--- src/rtl/e203_exu_csrctrl_mch_pkg.sv ---
// Shared types for the multi-channel CSR controller: FSM states, CSR op
// encodings and the default response timeout.
package e203_csrctrl_pkg;

    typedef enum logic [2:0] {
        ST_IDLE,
        ST_LOC,
        ST_RD_REQ,
        ST_RD_WAIT,
        ST_WR_REQ,
        ST_WR_WAIT,
        ST_DONE
    } csr_state_e;

    localparam logic [1:0] OP_RW = 2'b01;
    localparam logic [1:0] OP_RS = 2'b10;
    localparam logic [1:0] OP_RC = 2'b11;

    localparam int TMO_CYC_DEF = 255;

endpackage

--- src/rtl/e203_exu_csrctrl_mch_chdec.sv ---
// Channel decoder: compares idx[11:8] against each channel selector and
// returns a one-hot hit vector, lowest channel index winning on overlap.
module e203_csr_chdec #(
    parameter int               NCH     = 2,
    parameter logic [NCH*4-1:0] CH_BASE = {4'hD, 4'hE}
) (
    input  logic [3:0]     idx_hi_i,
    output logic [NCH-1:0] hit_o,
    output logic           any_hit_o
);

    always_comb begin
        hit_o     = '0;
        any_hit_o = 1'b0;
        for (int k = 0; k < NCH; k++) begin
            if (!any_hit_o && (idx_hi_i == CH_BASE[4*k +: 4])) begin
                hit_o[k]  = 1'b1;
                any_hit_o = 1'b1;
            end
        end
    end

endmodule

--- src/rtl/e203_exu_csrctrl_mch.sv ---
// CSR access controller: routes CSR ops either to the local CSR file or to
// one of NCH external CSR channels via read/modify/write request phases.
module e203_exu_csrctrl_mch
    import e203_csrctrl_pkg::*;
#(
    parameter int               XLEN    = 32,
    parameter int               NCH     = 2,
    parameter logic [NCH*4-1:0] CH_BASE = {4'hD, 4'hE},
    parameter int               TMO_CYC = TMO_CYC_DEF
) (
    input  logic                clk,
    input  logic                rst,

    input  logic                csr_i_valid,
    output logic                csr_i_ready,
    input  logic [1:0]          csr_i_op,
    input  logic                csr_i_rs1imm,
    input  logic [4:0]          csr_i_zimm,
    input  logic                csr_i_rs1is0,
    input  logic                csr_i_rdwen,
    input  logic [11:0]         csr_i_idx,
    input  logic [XLEN-1:0]     csr_i_rs1,

    output logic                csr_ena,
    output logic                csr_rd_en,
    output logic                csr_wr_en,
    output logic [11:0]         csr_idx,
    output logic [XLEN-1:0]     wbck_csr_dat,
    input  logic [XLEN-1:0]     read_csr_dat,
    input  logic                csr_access_ilgl,

    output logic [NCH-1:0]      ch_req_valid,
    input  logic [NCH-1:0]      ch_req_ready,
    output logic [11:0]         ch_req_addr,
    output logic                ch_req_wr,
    output logic [XLEN-1:0]     ch_req_wdata,

    input  logic [NCH-1:0]      ch_rsp_valid,
    input  logic [NCH*XLEN-1:0] ch_rsp_rdata,
    input  logic [NCH-1:0]      ch_rsp_err,
    input  logic [NCH-1:0]      ch_off,

    output logic                csr_o_valid,
    input  logic                csr_o_ready,
    output logic [XLEN-1:0]     csr_o_wbck_wdat,
    output logic                csr_o_wbck_err
);

    localparam int TW = $clog2(TMO_CYC + 1);

    csr_state_e      state_q, state_d;
    logic [1:0]      op_q, op_d;
    logic [11:0]     idx_q, idx_d;
    logic [XLEN-1:0] opnd_q, opnd_d;
    logic [XLEN-1:0] old_q, old_d;
    logic [XLEN-1:0] wdata_q, wdata_d;
    logic [XLEN-1:0] result_q, result_d;
    logic            rdwen_q, rdwen_d;
    logic            rs1is0_q, rs1is0_d;
    logic            err_q, err_d;
    logic [NCH-1:0]  chsel_q, chsel_d;
    logic [TW-1:0]   tmo_q, tmo_d;

    logic [NCH-1:0]  dec_hit;
    logic            dec_any;
    logic [XLEN-1:0] opnd_in;
    logic [XLEN-1:0] rsp_rdata;
    logic            rsp_vld;
    logic            rsp_err;
    logic            req_rdy;
    logic            tmo_hit;

    function automatic logic [XLEN-1:0] calc_new(input logic [1:0]      op,
                                                 input logic [XLEN-1:0] op1,
                                                 input logic [XLEN-1:0] old);
        case (op)
            OP_RW:   return op1;
            OP_RS:   return op1 | old;
            OP_RC:   return ~op1 & old;
            default: return old;
        endcase
    endfunction

    e203_csr_chdec #(
        .NCH     (NCH),
        .CH_BASE (CH_BASE)
    ) u_chdec (
        .idx_hi_i  (csr_i_idx[11:8]),
        .hit_o     (dec_hit),
        .any_hit_o (dec_any)
    );

    assign opnd_in = csr_i_rs1imm ? {{(XLEN-5){1'b0}}, csr_i_zimm} : csr_i_rs1;

    // Only the latched channel is listened to; everything else is ignored.
    always_comb begin
        rsp_rdata = '0;
        for (int k = 0; k < NCH; k++) begin
            if (chsel_q[k]) rsp_rdata = rsp_rdata | ch_rsp_rdata[k*XLEN +: XLEN];
        end
    end

    assign rsp_vld = |(ch_rsp_valid & chsel_q);
    assign rsp_err = |(ch_rsp_err & ch_rsp_valid & chsel_q);
    assign req_rdy = |(ch_req_ready & chsel_q);
    assign tmo_hit = (tmo_q == TW'(TMO_CYC - 1));

    always_ff @(posedge clk) begin
        if (rst) begin
            state_q  <= ST_IDLE;
            err_q    <= 1'b0;
            result_q <= '0;
            tmo_q    <= '0;
        end else begin
            state_q  <= state_d;
            err_q    <= err_d;
            result_q <= result_d;
            tmo_q    <= tmo_d;
        end
    end

    always_ff @(posedge clk) begin
        op_q     <= op_d;
        idx_q    <= idx_d;
        opnd_q   <= opnd_d;
        old_q    <= old_d;
        wdata_q  <= wdata_d;
        rdwen_q  <= rdwen_d;
        rs1is0_q <= rs1is0_d;
        chsel_q  <= chsel_d;
    end

    always_comb begin
        state_d  = state_q;
        op_d     = op_q;
        idx_d    = idx_q;
        opnd_d   = opnd_q;
        old_d    = old_q;
        wdata_d  = wdata_q;
        result_d = result_q;
        rdwen_d  = rdwen_q;
        rs1is0_d = rs1is0_q;
        err_d    = err_q;
        chsel_d  = chsel_q;
        tmo_d    = tmo_q;
        case (state_q)
            ST_IDLE: begin
                if (csr_i_valid) begin
                    op_d     = csr_i_op;
                    idx_d    = csr_i_idx;
                    opnd_d   = opnd_in;
                    rdwen_d  = csr_i_rdwen;
                    rs1is0_d = csr_i_rs1is0;
                    chsel_d  = dec_hit;
                    wdata_d  = opnd_in;
                    old_d    = '0;
                    result_d = '0;
                    err_d    = 1'b0;
                    if (!dec_any) begin
                        state_d = ST_LOC;
                    end else if (|(dec_hit & ch_off)) begin
                        state_d = ST_DONE;
                        err_d   = 1'b1;
                    end else if (csr_i_op == OP_RW) begin
                        state_d = ST_WR_REQ;
                    end else begin
                        state_d = ST_RD_REQ;
                    end
                end
            end
            ST_LOC: begin
                result_d = read_csr_dat;
                err_d    = csr_access_ilgl;
                state_d  = ST_DONE;
            end
            ST_RD_REQ: begin
                if (req_rdy) begin
                    state_d = ST_RD_WAIT;
                    tmo_d   = '0;
                end
            end
            ST_WR_REQ: begin
                if (req_rdy) begin
                    state_d = ST_WR_WAIT;
                    tmo_d   = '0;
                end
            end
            ST_RD_WAIT: begin
                if (rsp_vld) begin
                    old_d    = rsp_rdata;
                    result_d = rsp_rdata;
                    if (rsp_err) begin
                        err_d   = 1'b1;
                        state_d = ST_DONE;
                    end else if (rs1is0_q) begin
                        state_d = ST_DONE;
                    end else begin
                        wdata_d = calc_new(op_q, opnd_q, rsp_rdata);
                        state_d = ST_WR_REQ;
                    end
                end else if (tmo_hit) begin
                    err_d    = 1'b1;
                    result_d = '0;
                    state_d  = ST_DONE;
                end else begin
                    tmo_d = tmo_q + 1'b1;
                end
            end
            ST_WR_WAIT: begin
                if (rsp_vld) begin
                    // RW returns the channel's old value; RS/RC already hold it.
                    result_d = (op_q == OP_RW) ? rsp_rdata : old_q;
                    err_d    = err_q | rsp_err;
                    state_d  = ST_DONE;
                end else if (tmo_hit) begin
                    err_d    = 1'b1;
                    result_d = '0;
                    state_d  = ST_DONE;
                end else begin
                    tmo_d = tmo_q + 1'b1;
                end
            end
            ST_DONE: begin
                if (csr_o_ready) state_d = ST_IDLE;
            end
            default: state_d = ST_IDLE;
        endcase
    end

    always_comb begin
        csr_i_ready  = (state_q == ST_IDLE);
        csr_ena      = 1'b0;
        csr_rd_en    = 1'b0;
        csr_wr_en    = 1'b0;
        ch_req_valid = '0;
        ch_req_wr    = 1'b0;
        csr_o_valid  = 1'b0;
        case (state_q)
            ST_LOC: begin
                csr_ena   = 1'b1;
                csr_rd_en = (op_q == OP_RS) || (op_q == OP_RC) || ((op_q == OP_RW) && rdwen_q);
                csr_wr_en = (op_q == OP_RW) || (((op_q == OP_RS) || (op_q == OP_RC)) && !rs1is0_q);
            end
            ST_RD_REQ: ch_req_valid = chsel_q;
            ST_WR_REQ: begin
                ch_req_valid = chsel_q;
                ch_req_wr    = 1'b1;
            end
            ST_DONE:   csr_o_valid = 1'b1;
            default: ;
        endcase
    end

    assign csr_idx         = idx_q;
    assign wbck_csr_dat    = calc_new(op_q, opnd_q, read_csr_dat);
    assign ch_req_addr     = idx_q;
    assign ch_req_wdata    = wdata_q;
    assign csr_o_wbck_wdat = result_q;
    assign csr_o_wbck_err  = err_q;

endmodule

--- config.mk ---
export PLATFORM = sky130hd
export DESIGN_NAME = e203_exu_csrctrl_mch
export DESIGN_NICKNAME = d
export VERILOG_FILES = /design/src/rtl/e203_exu_csrctrl_mch_pkg.sv /design/src/rtl/e203_exu_csrctrl_mch_chdec.sv /design/src/rtl/e203_exu_csrctrl_mch.sv
export SDC_FILE = /design/constraint.sdc
export NUM_CORES = 1
export LEC_CHECK = 0
export BUFFER_PORTS_ARGS = -buffer_cell sky130_fd_sc_hd__buf_2
export CORE_ASPECT_RATIO = 1.1
export CORE_MARGIN = 4
export CORE_UTILIZATION = 52
export CTS_BUF_LIST = sky130_fd_sc_hd__clkbuf_2
export DETAILED_ROUTE_END_ITERATION = 8
export GPL_ROUTABILITY_DRIVEN = 0
export PLACE_DENSITY = 0.82
export SETUP_SLACK_MARGIN = 0.15
export SLEW_MARGIN = 5
export SYNTH_ARGS = -nofsm -noshare
export SYNTH_HDL_FRONTEND = slang
export SYNTH_SLANG_ARGS = --single-unit
--- constraint.sdc ---
create_clock -name clk -period 4.88 [get_ports clk]
set_input_delay 0.976 -clock clk [delete_from_list [all_inputs] [get_ports clk]]
set_output_delay 0.976 -clock clk [all_outputs]
set_load 0.02 [all_outputs]
======== Yosys cells after proc, flatten, opt, wreduce, memory -nomap -nowiden ========
Cells that the tools add are included.
word-level totals
  input bits .............................. 163
  logic and storage cells ................. 126
  flip-flop bits (word level) ............. 158
cells by class
  equal/unequal tests ..................... 24
  reductions and logical operators ........ 25
  bitwise gates (word level) .............. 12
  add/subtract/negate cells ............... 1
  muxes and demuxes ....................... 52
operators by type and width
  cell                                                              number
  32-bit 2-to-1 mux                                                 13
  32-bit one-hot mux with 3 select lines                            2
  32-bit one-hot mux with 2 select lines                            2
  32-bit one-hot mux with 4 select lines                            1
  32-bit bitwise OR                                                 3
  32-bit AND                                                        2
  32-bit NOT                                                        1
  3-bit 2-to-1 mux                                                  10
  8-bit 2-to-1 mux                                                  3
  3-bit one-hot mux with 7 select lines                             1
  2-bit != test (second input constant)                             9
  8-bit one-hot mux with 2 select lines                             1
  1-bit 2-to-1 mux                                                  15
  2-bit OR reduction                                                6
  2-bit AND                                                         5
  3-bit == test (second input constant)                             3
  8-bit by 1-bit adder with 8-bit output (second input constant)    1
  4-bit == test (second input constant)                             2
  8-bit == test (second input constant)                             1
  4-bit AND reduction                                               2
  3-bit by 2-bit == test with 1-bit output (second input constant)  2
  2-bit 2-to-1 mux                                                  3
  3-bit AND reduction                                               2
  5-bit AND reduction                                               1
  other kinds (14)                                                  23

======== Logic depth before layout (Yosys ltp) ========
Gate-level depths: netlist (run 1).
  word-level depth ........................ 11
  mapped depth ............................ 8

======== Cells and area by module ========
A second synthesis (run 1) with hierarchy kept.
unflattened totals
  cell total of the unflattened synthesis .. 816
  area, all modules ....................... 8992.4 µm²
by module, submodules not included
  module                instances  cells an instance  area each (µm²)
  e203_exu_csrctrl_mch  1          810                8963.6
  e203_csr_chdec        1          6                  28.8

======== Worst setup path after synthesis (run 1) ========
No wires, ideal clock.
  path type ............................... input -> register
  start point ............................. input port ch_rsp_valid[0]
  end point ............................... register wdata_q[0] (netlist: ch_req_wdata[0]), enable pin
  data arrival time ....................... 3.781 ns
  path slack .............................. 0.629 ns
  stages on the path ...................... 3
  buffers on the path ..................... 0
  cells stage by stage .................... a22o_1 > nand3_1 > o31ai_1
between the ends
  longest elaborated chain between the ends .. 5
RTL lines
  element                                   line                         RTL
  from (decl)                               e203_exu_csrctrl_mch.sv:38   input logic [NCH-1:0] ch_rsp_valid,
  2-bit AND (2 in a row)                    e203_exu_csrctrl_mch.sv:104  assign rsp_err = |(ch_rsp_err & ch_rsp_valid & chsel_q);
  2-bit OR reduction                        e203_exu_csrctrl_mch.sv:104
  2-bit != test (no source line)            -
  5-bit AND reduction (no source line) (*)  -
  to (signal assigned)                      e203_exu_csrctrl_mch.sv:127  wdata_q <= wdata_d;
  to (decl)                                 e203_exu_csrctrl_mch.sv:56   logic [XLEN-1:0] wdata_q, wdata_d;
Mark *: on every way between the ends. The rest lies on a longest branch, timed or not.
A chain may end at the register's enable or synchronous reset.

======== Worst setup path after layout (run 1) ========
  start point ............................. register state_q[0]
  end point ............................... output port csr_wr_en
between the ends
  longest elaborated chain between the ends .. 2
RTL lines
  element                                   line                         RTL
  from (decl)                               e203_exu_csrctrl_mch.sv:51   csr_state_e state_q, state_d;
  from (signal assigned)                    e203_exu_csrctrl_mch.sv:115  state_q <= state_d;
  3-bit by 1-bit == test with 1-bit output  e203_exu_csrctrl_mch.sv:238  case (state_q)
  1-bit 2-to-1 mux                          e203_exu_csrctrl_mch.sv:238
  to (decl)                                 e203_exu_csrctrl_mch.sv:26   output logic csr_wr_en,
Every way passes these cells.

==> results of run 1 <==
==> cell families after synthesis <==
logic type	count (synthesis)	synth area share [%]
simple gates	217	11.07
mux	72	9.026
compound gates	306	26.53
buf+inv	95	4.758
xor+xnor	2	0.1959
flops	158	48.14
fa+ha+maj	2	0.2798
==> layer usage <==
| metal | vias up | track usage (%) | share of wire [%] |
|---|---|---|---|
| met1 | 3933 | 31.97 | 39 |
| met5 | - | 0 | 0.026 |
| met3 | 63 | 5.809 | 7.9 |
| met4 | 2 | 12.73 | 3.1 |
| met2 | 421 | 46.85 | 50 |
| li1 | 3818 | - | - |
==> layout make-up <==
| class | count | area (um^2) | share of cell area [%] |
|---|---|---|---|
| inverter | 6 | 22.52 | 0.2112 |
| multi-input combinational | 599 | 4270 | 40.04 |
| timing repair buffer | 302 | 1539 | 14.43 |
| clock inverter | 12 | 121.4 | 1.138 |
| clock buffer | 20 | 100.1 | 0.9385 |
| antenna | 6 | 15.01 | 0.1408 |
| tap | 234 | 292.8 | 2.745 |
| sequential | 158 | 4304 | 40.36 |
==> flip-flops by register name (all words and copies together) (netlist names) <==
name and count:
ch_req_wdata 32, csr_o_wbck_wdat 32, old_q 32, opnd_q 32, ch_req_addr 12, tmo_q 8, state_q 3, chsel_q 2
op_q 2, csr_o_wbck_err 1, rdwen_q 1, rs1is0_q 1
==> placed cells by master, fill, tap and decap left out, types with 4 or more instances in the layout <==
| cell | n |
|---|---|
| and3_1 | 5 |
| a22oi_1 | 63 |
| o2bb2ai_1 | 32 |
| a311oi_1 | 4 |
| o221ai_1 | 34 |
| nor2_1 | 42 |
| a21oi_1 | 42 |
| nor3_1 | 5 |
| buf_4 | 11 |
| o221a_2 | 32 |
| dfxtp_1 | 44 |
| a22o_1 | 33 |
| a31oi_1 | 4 |
| mux2_2 | 69 |
| diode_2 | 6 |
| o21ai_0 | 37 |
| buf_2 | 291 |
| nand2_1 | 107 |
| nand3_1 | 8 |
| nand2b_1 | 4 |
| nor2b_1 | 33 |
| edfxtp_1 | 114 |
| clkbuf_2 | 20 |
==> worst max-delay path, delay by kind of cell (launching register included) <==
family	cells	cell delay, ns
AO/OA/AOI/OAI	1	0.23
AND/OR/NAND/NOR	1	0.55
buffers and inverters	2	0.44
flip-flops	1	0.77
==> metrics by stage <==
step | utilization, % | area, um^2 | hold WS, ns
2_1_floorplan | - | 8941 | 0.4620
3_3_place_gp | 61.51 | 10430 | 0.4814
3_5_place_dp | 61.51 | 10430 | 0.4878
4_1_cts | 62.82 | 10650 | 0.3230
5_1_grt | 62.91 | 10670 | 0.3181
6_report | 62.91 | 10670 | 0.4199
==> final timing paths <==
check	startpoint	endpoint	slack, ns
max	state_q[0]	csr_wr_en	1.22
min	csr_i_idx[1]	ch_req_addr[1]	0.42
max reg2reg	state_q[0]	old_q[11]	1.88
min reg2reg	tmo_q[7]	tmo_q[7]	0.52
==> where the power goes <==
part	total, mW	switching, mW	internal, mW
clock network	0.705	0.468	0.236
registers	2.19	0.264	1.92
logic	2.65	1.70	0.945
==> impl_metrics.toml, run 1 <==
[placement]
place_inst = 1299
pre_cts_ws_ns = 1.758
dpl.hpwl_um = 18630
port_buffers = 291

[cells_and_area]
num-fill-cells = 1464
syn_to_final_growth_pct = 19.28
final_cells = 1337
nNetsFinal = 1249
drive_above_1_share_pct = 40.84

[setup_path]
cp_max_fo = 15
crit_chain = "inv_2 -> nor3_4 -> o211a_1 -> buf_2"
slowest_delay_ns = 0.77
end_kind = "output pin"
r2r_cells = 3
slowest_stage = "dfxtp_1"
crit_type = "register to output pin"
cp.required_ns = 3.90
critical_path_arrival_ns = 2.68
cp-start-kind = "register"

[floorplanning]
initial_core_util_pct = 52.74
rows = 50
ios = 292
dieHeight_um = 145.5
coreArea_mm2 = 0.01695
fp.dieW_um = 133.0
die-area_mm2 = 0.01936

[logic_synthesis]
ys_types = 56
synth_warnings = 0
syn_avg_cell_area_um2 = 10.49
ys_ff_latch = 158
synth-edff-count = 114
synth_top_area_share_pct = 38.29
synthArstFlopShare_pct = 0
synth.net_count = 1017
syn-instance-count = 852
synthFlopType = "edfxtp_1"
synthTopCellsByArea = "edfxtp_1 (38%), dfxtp_1 (9.9%), mux2_2 (8.7%), a22oi_1 (5.3%), nand2_1 (4.5%)"
synth_common_cells = "edfxtp_1 (114), nand2_1 (107), mux2_2 (69)"
syn_area_mm2 = 0.008941
synth_most_common_cell = "edfxtp_1"
yosys.area.top_type = "edfxtp_1"
yosysSeqAreaShare_pct = 48.14

[global_routing]
overflow = 0
grt_pass1_vias = 8137
grt_pass1_wl_um = 41790
antenna_found_initial = 6
grtUsageTotal_pct = 27.06
grt_max_degree = 70

[power]
power_density_mw_per_mm2 = 519.1
peakVddDrop_mv = 0.2955
power.total_mw = 5.536
power_leakage_nw = 4.193

[sta]
min_period_over_period_pct = 74.97
skew_ns = 0.03685
slew_violations = 0
setup_tns_ns = 0
tightest_slew_ns = 1.077
finalHoldViolations = 0
slew_headroom_pct = 27.91
fin_ws_ns = 1.221
finalSetupViolCount = 0
fin_crit_ns = 3.659
max_freq_ghz = 0.2733
rsz0062_at_grt = "no"

[routing]
via_per_inst = 6.161
first_pass_iters = 6
drc_errors = 0
ant_nets = 0
num_vias = 8237
wl_um = 27080
wire_per_inst_um = 20.25
first_iter_violations = 554

[cts]
post-cts-setup-buffers = 0
clk_latency_ns = 0.72
cts_hold_buf = 0
cts_tree = "done"
cts.sinks = 158
clock_path_buffers = 2
cts-root-buf = "clkbuf_2"
cts_inserted_buffers = 17
post_cts_resized = 0
h-tree-depth = 4
cts.clk_slew.worst_paths_ns = 0.23

[hold_path]
min_path_type = "input pin to register"
holdPathStages = 1

[flow_run]
drv_cap = 0

[status]
status = "finished, final reports clean"
(Power assumes the default switching activity.)
==> inputs of run 2 (changes only) <==
--- a/config.mk
+++ b/config.mk
@@ -5,6 +5,7 @@
 export SDC_FILE = /design/constraint.sdc
 export NUM_CORES = 1
 export LEC_CHECK = 0
+export ABC_AREA = 1
 export BUFFER_PORTS_ARGS = -buffer_cell sky130_fd_sc_hd__buf_2
 export CORE_ASPECT_RATIO = 1.1
 export CORE_MARGIN = 4
==> constraint.sdc (replaced) <==
create_clock -name clk -period 3.75 [get_ports clk]
set_input_delay 0.75 -clock clk [delete_from_list [all_inputs] [get_ports clk]]
set_output_delay 0.75 -clock clk [all_outputs]
set_load 0.02 [all_outputs]
==> run 2 against run 1 <==
Effect of this change:
- final area decreased by 3.8%
- core utilization increased by 1.5 points
- hold slack got worse by 0.21 ns
- sequential cell count unchanged
- register-to-register slack got worse by 0.79 ns
- critical endpoint is now wbck_csr_dat[0]
- critical path depth increased by 4
==> impl_metrics.toml, run 2 <==
[setup_path]
cp_max_fo = 20
critical_path_arrival_ns = 2.57
end_kind = "output pin"
r2r_cells = 8
cp-start-kind = "register"
critPathLaunch = "op_q[1]"
crit_end = "wbck_csr_dat[0]"
r2r-start = "state_q[2]"
r2r_end = "csr_o_wbck_wdat[16]"
crit_type = "register to output pin"
cp.required_ns = 3.00
r2r_slack_ns = 1.09

[cts]
cts.sinks = 158
cts_hold_buf = 0
clock_path_buffers = 2
cts_tree = "done"
clk_latency_ns = 0.70
cts_inserted_buffers = 17
cts.clk_slew.worst_paths_ns = 0.22
cts-root-buf = "clkbuf_2"
h-tree-depth = 4

[logic_synthesis]
synth.net_count = 1230
synth_common_cells = "nand2_1 (336), edfxtp_1 (114), inv_1 (96)"
yosysSeqAreaShare_pct = 50.36
syn_avg_cell_area_um2 = 8.025
syn_area_mm2 = 0.008547
synthTopCellsByArea = "edfxtp_1 (40%), nand2_1 (15%), dfxtp_1 (10%), a21oi_1 (5.2%), inv_1 (4.2%)"
synth_top_area_share_pct = 40.05
synthArstFlopShare_pct = 0
synth_most_common_cell = "nand2_1"
syn-instance-count = 1065
ys_ff_latch = 158
synthFlopType = "edfxtp_1"
yosys.area.top_type = "edfxtp_1"
ys_types = 43
synth-edff-count = 114
synth_warnings = 0

[routing]
first_iter_violations = 766
ant_nets = 0
num_vias = 8600
drc_errors = 0
wl_um = 27210
first_pass_iters = 6
via_per_inst = 5.595
wire_per_inst_um = 17.70

[floorplanning]
rows = 48
initial_core_util_pct = 53.70
fp.dieW_um = 130.2
ios = 292
dieHeight_um = 142.5
die-area_mm2 = 0.01855
coreArea_mm2 = 0.01592

[cells_and_area]
final_cell_mix = "nand2_1 (336), buf_2 (291), edfxtp_1 (114), inv_1 (96), nor2_1 (93)"
num-fill-cells = 1410
layout_commonest_cell = "nand2_1"
syn_to_final_growth_pct = 20.01
nNetsFinal = 1488
drive_above_1_share_pct = 29.66
fin_util_pct = 64.45
final_cells = 1537

[sta]
max_freq_ghz = 0.3014
slew_violations = 0
skew_ns = 0.03051
finalHoldViolations = 0
tightest_slew_ns = 1.001
fin_crit_ns = 3.318
min_period_over_period_pct = 88.47
finalSetupViolCount = 0
slew_headroom_pct = 33.19
rsz0062_at_grt = "no"
setup_tns_ns = 0

[global_routing]
overflow = 0
grt_pass1_wl_um = 41710
grt_max_degree = 94
grt_pass1_vias = 8326
grtUsageTotal_pct = 28.68
antenna_found_initial = 2

[power]
peakVddDrop_mv = 0.6331
power_leakage_nw = 5.167
power_density_mw_per_mm2 = 758.2

[placement]
place_inst = 1501
port_buffers = 291
dpl.hpwl_um = 19170

[flow_run]
drv_cap = 0

[hold_path]
min_path_type = "input pin to register"

[status]
status = "finished, final reports clean"
[run 2: cell count changes after synthesis, sizes merged, moves of 16 or more]
cell,delta
a21oi,+50
a22o,-33
a22oi,-32
a31oi,+50
clkbuf,-25
inv,+99
mux2,-69
nand2,+263
nand3,+16
nor2,+56
nor2b,-33
o221a,-32
o221ai,-34
o2bb2ai,-32
[run 2: final cells by class]
cell class	instances	area, um^2	share of cell area (%)
sequential	158	4304	41.96
clock buffer	18	90.09	0.8783
timing repair buffer	308	1613	15.72
antenna	2	5.005	0.04879
clock inverter	13	125.1	1.220
tap	200	250.2	2.440
inverter	106	402.9	3.928
multi-input combinational	732	3467	33.80
[run 2: report_power, final]
group	switching (mW)	internal [mW]
clock	0.597	0.293
combinational	2.81	1.05
sequential	0.291	2.74
[run 2: critical path, cell delays in order, from the launching register on]
cell and delay [ns]:
edfxtp_1 0.51, buf_4 0.19, nor2_4 0.11, nor2_1 0.07, inv_1 0.41, buf_12 0.25
nand2_1 0.09, nand2_1 0.08, buf_2 0.16
[run 2: repair_timing]
item | 4_1_cts | 5_1_grt
setup endpoints to repair | 31 | 32
buffers inserted | 0 | 3
hold endpoints to repair | 0 | 0
gates resized for setup | 1 | 0
[run 2: logic make-up after synthesis]
group / share of synthesized area, %
and+or+nand+nor: 24.46
buffers and inverters: 9.384
adders and majority gates: 0.2927
AOI/OAI and AO/OA: 15.40
xor gates and xnor gates: 0.1025
DFF: 50.36
[run 2: how the worst min path moves through the flow]
| stage | cells past startpoint | endpoint | startpoint | slack, ns |
|---|---|---|---|---|
| after CTS | 1 | rs1is0_q | csr_i_rs1is0 | 0.12 |
| after global routing | 1 | rs1is0_q | csr_i_rs1is0 | 0.1 |
| after floorplan | 2 | tmo_q[6] | tmo_q[6] | 0.44 |
| final | 1 | ch_req_addr[1] | csr_i_idx[1] | 0.21 |
| after detailed placement | 2 | csr_o_wbck_wdat[30] | csr_o_wbck_wdat[30] | 0.46 |
| after global placement | 2 | csr_o_wbck_wdat[5] | csr_o_wbck_wdat[5] | 0.45 |
[run 2: per-stage QoR]
stage / cell area [um^2] / power [mW] / worst slack [ns] / hold slack, ns
6_report: 10260 / 7.777 / 0.4323 / 0.2108
5_1_grt: 10260 / 8.254 / 0.2530 / 0.09865
4_1_cts: 10230 / 7.778 / 0.1663 / 0.1208
3_5_place_dp: 10010 / 6.893 / 0.8697 / 0.4576
3_3_place_gp: 10010 / 6.822 / 0.9295 / 0.4508
2_1_floorplan: 8559 / 5.685 / 0.4196 / 0.4409
[run 2: layer usage]
metal	GRT usage (%)	routed length [um]	vias up
li1	-	-	4056
met1	36.09	10460	3938
met2	48.22	13250	533
met3	4.805	2546	73
met4	13.07	955	0
met5	0	0	-
==> inputs of run 3 (changes only) <==
--- a/config.mk
+++ b/config.mk
@@ -5,7 +5,6 @@
 export SDC_FILE = /design/constraint.sdc
 export NUM_CORES = 1
 export LEC_CHECK = 0
-export ABC_AREA = 1
 export BUFFER_PORTS_ARGS = -buffer_cell sky130_fd_sc_hd__buf_2
 export CORE_ASPECT_RATIO = 1.1
 export CORE_MARGIN = 4
@@ -15,7 +14,7 @@
 export GPL_ROUTABILITY_DRIVEN = 0
 export PLACE_DENSITY = 0.82
 export SETUP_SLACK_MARGIN = 0.15
-export SLEW_MARGIN = 5
+export SLEW_MARGIN = 20
 export SYNTH_ARGS = -nofsm -noshare
 export SYNTH_HDL_FRONTEND = slang
 export SYNTH_SLANG_ARGS = --single-unit
==> run 3 against run 2 <==
Effect of this change:
- count of clock-buffer cells in the layout increased by 3
- global-route usage down 1.9 points
- non-clock buffer count decreased by 2
- hold slack got worse by 0.020 ns
- sequential cell count unchanged
- sequential power is 6% lower
- clock power up 2.4%
- final cell count shrank 13%
- final area grew 4.3%
- total power decreased by 7.1%
- highest routed layer is now met5
==> impl_metrics.toml, run 3 (same netlist as run 1, synthesis figures left out) <==
[power]
peakVddDrop_mv = 0.3204
power_leakage_nw = 4.219
power_density_mw_per_mm2 = 675.4

[routing]
via_per_inst = 6.131
drc_errors = 0
wire_per_inst_um = 19.99
num_vias = 8191
first_iter_violations = 667
first_pass_iters = 5
ant_nets = 0
wl_um = 26710

[cts]
post_cts_resized = 0
cts.sinks = 158
clk_latency_ns = 0.71
cts_tree = "done"
clock_path_buffers = 2
cts_hold_buf = 0
h-tree-depth = 4
cts-root-buf = "clkbuf_2"
post-cts-setup-buffers = 0
cts.clk_slew.worst_paths_ns = 0.23
cts_inserted_buffers = 17

[global_routing]
grtUsageTotal_pct = 26.82
grt_pass1_wl_um = 41810
antenna_found_initial = 2
grt.met2_usage_pct = 48.30
grt_max_degree = 69
met3_usage_pct = 5.602
met1_usage_pct = 31.57
top_usage_layer = "met2"
overflow = 0
grt_pass1_vias = 8111

[setup_path]
cp-start-kind = "register"
critical_path_arrival_ns = 2.48
end_kind = "output pin"
cp_max_fo = 16
r2r_slack_ns = 1.05
crit_type = "register to output pin"
cp.required_ns = 3.00

[cells_and_area]
final_cell_mix = "buf_2 (291), edfxtp_1 (114), nand2_1 (107), mux2_2 (69), a22oi_1 (63)"
nNetsFinal = 1253
layout_commonest_cell = "buf_2"
final_cells = 1336
syn_to_final_growth_pct = 19.62
num-fill-cells = 1445
drive_above_1_share_pct = 41.14
fin_util_pct = 63.08

[placement]
pre_cts_ws_ns = 1.084
port_buffers = 291
place_inst = 1303
dpl.hpwl_um = 18650

[sta]
min_period_over_period_pct = 86.14
finalSetupViolCount = 0
max_freq_ghz = 0.3096
slew_headroom_pct = 34.26
fin_ws_ns = 0.5197
skew_ns = 0.02792
finalHoldViolations = 0
setup_tns_ns = 0
rsz0062_at_grt = "no"
slew_violations = 0
tightest_slew_ns = 0.9824
fin_crit_ns = 3.230

[status]
status = "finished, final reports clean"

[floorplanning]
die-area_mm2 = 0.01936
dieHeight_um = 145.5
initial_core_util_pct = 52.74
fp.dieW_um = 133.0
coreArea_mm2 = 0.01695
ios = 292
rows = 50

[flow_run]
drv_cap = 0

[hold_path]
min_path_type = "input pin to register"
## run 3: cell count changes in the layout (fill, tap and decap cells not counted), sizes merged, moves of 16 or more
cell / delta
a22oi: +32
nand3: -16
nand2: -263
o221a: +32
o2bb2ai: +32
mux2: +69
nor2: -56
inv: -98
a21oi: -50
a31oi: -50
nor2b: +33
o221ai: +34
a22o: +33
## run 3: worst max-delay path: stages (launching register included)
cell     delay, ns
dfxtp_1       0.76
inv_2         0.26
nor3_4        0.27
buf_4         0.27
buf_2         0.21
## run 3: routing by layer
layer  wire [um]  vias to the layer above
met3        2091                       47
met5          13                        -
met1       10400                     3950
li1            -                     3815
met2       13550                      377
met4         649                        2
## run 3: power by group
part           internal [mW]  switching [mW]  total (mW)
clock network          0.311           0.600       0.911
registers               2.50           0.341        2.84
logic                   1.26            2.21        3.47
## run 3: final timing paths
kind | start | end | cells after the start
hold / removal | csr_i_rdwen | rdwen_q | 1
setup / recovery | state_q[0] | csr_ena | 4
hold reg to reg | tmo_q[6] | tmo_q[6] | 2
setup reg to reg | state_q[0] | csr_o_wbck_wdat[30] | 6
## run 3: per-stage QoR
stage / hold slack [ns] / total power, mW / area (um^2)
finish: 0.1905 / 7.223 / 10700
global route: 0.1104 / 7.628 / 10700
CTS: 0.1141 / 7.238 / 10690
detailed placement: 0.4990 / 6.344 / 10470
global placement: 0.4911 / 6.250 / 10470
floorplan: 0.4620 / 5.243 / 8946
## run 3: layout make-up
| type | instances | area (um^2) | area share, % |
|---|---|---|---|
| Antenna cell | 1 | 2.502 | 0.02340 |
| Clock buffer | 21 | 105.1 | 0.9827 |
| Clock inverter | 11 | 117.6 | 1.100 |
| Inverter | 6 | 22.52 | 0.2106 |
| Multi-Input combinational cell | 599 | 4269 | 39.92 |
| Sequential cell | 158 | 4304 | 40.24 |
| Tap cell | 234 | 292.8 | 2.737 |
| Timing Repair Buffer | 306 | 1582 | 14.79 |
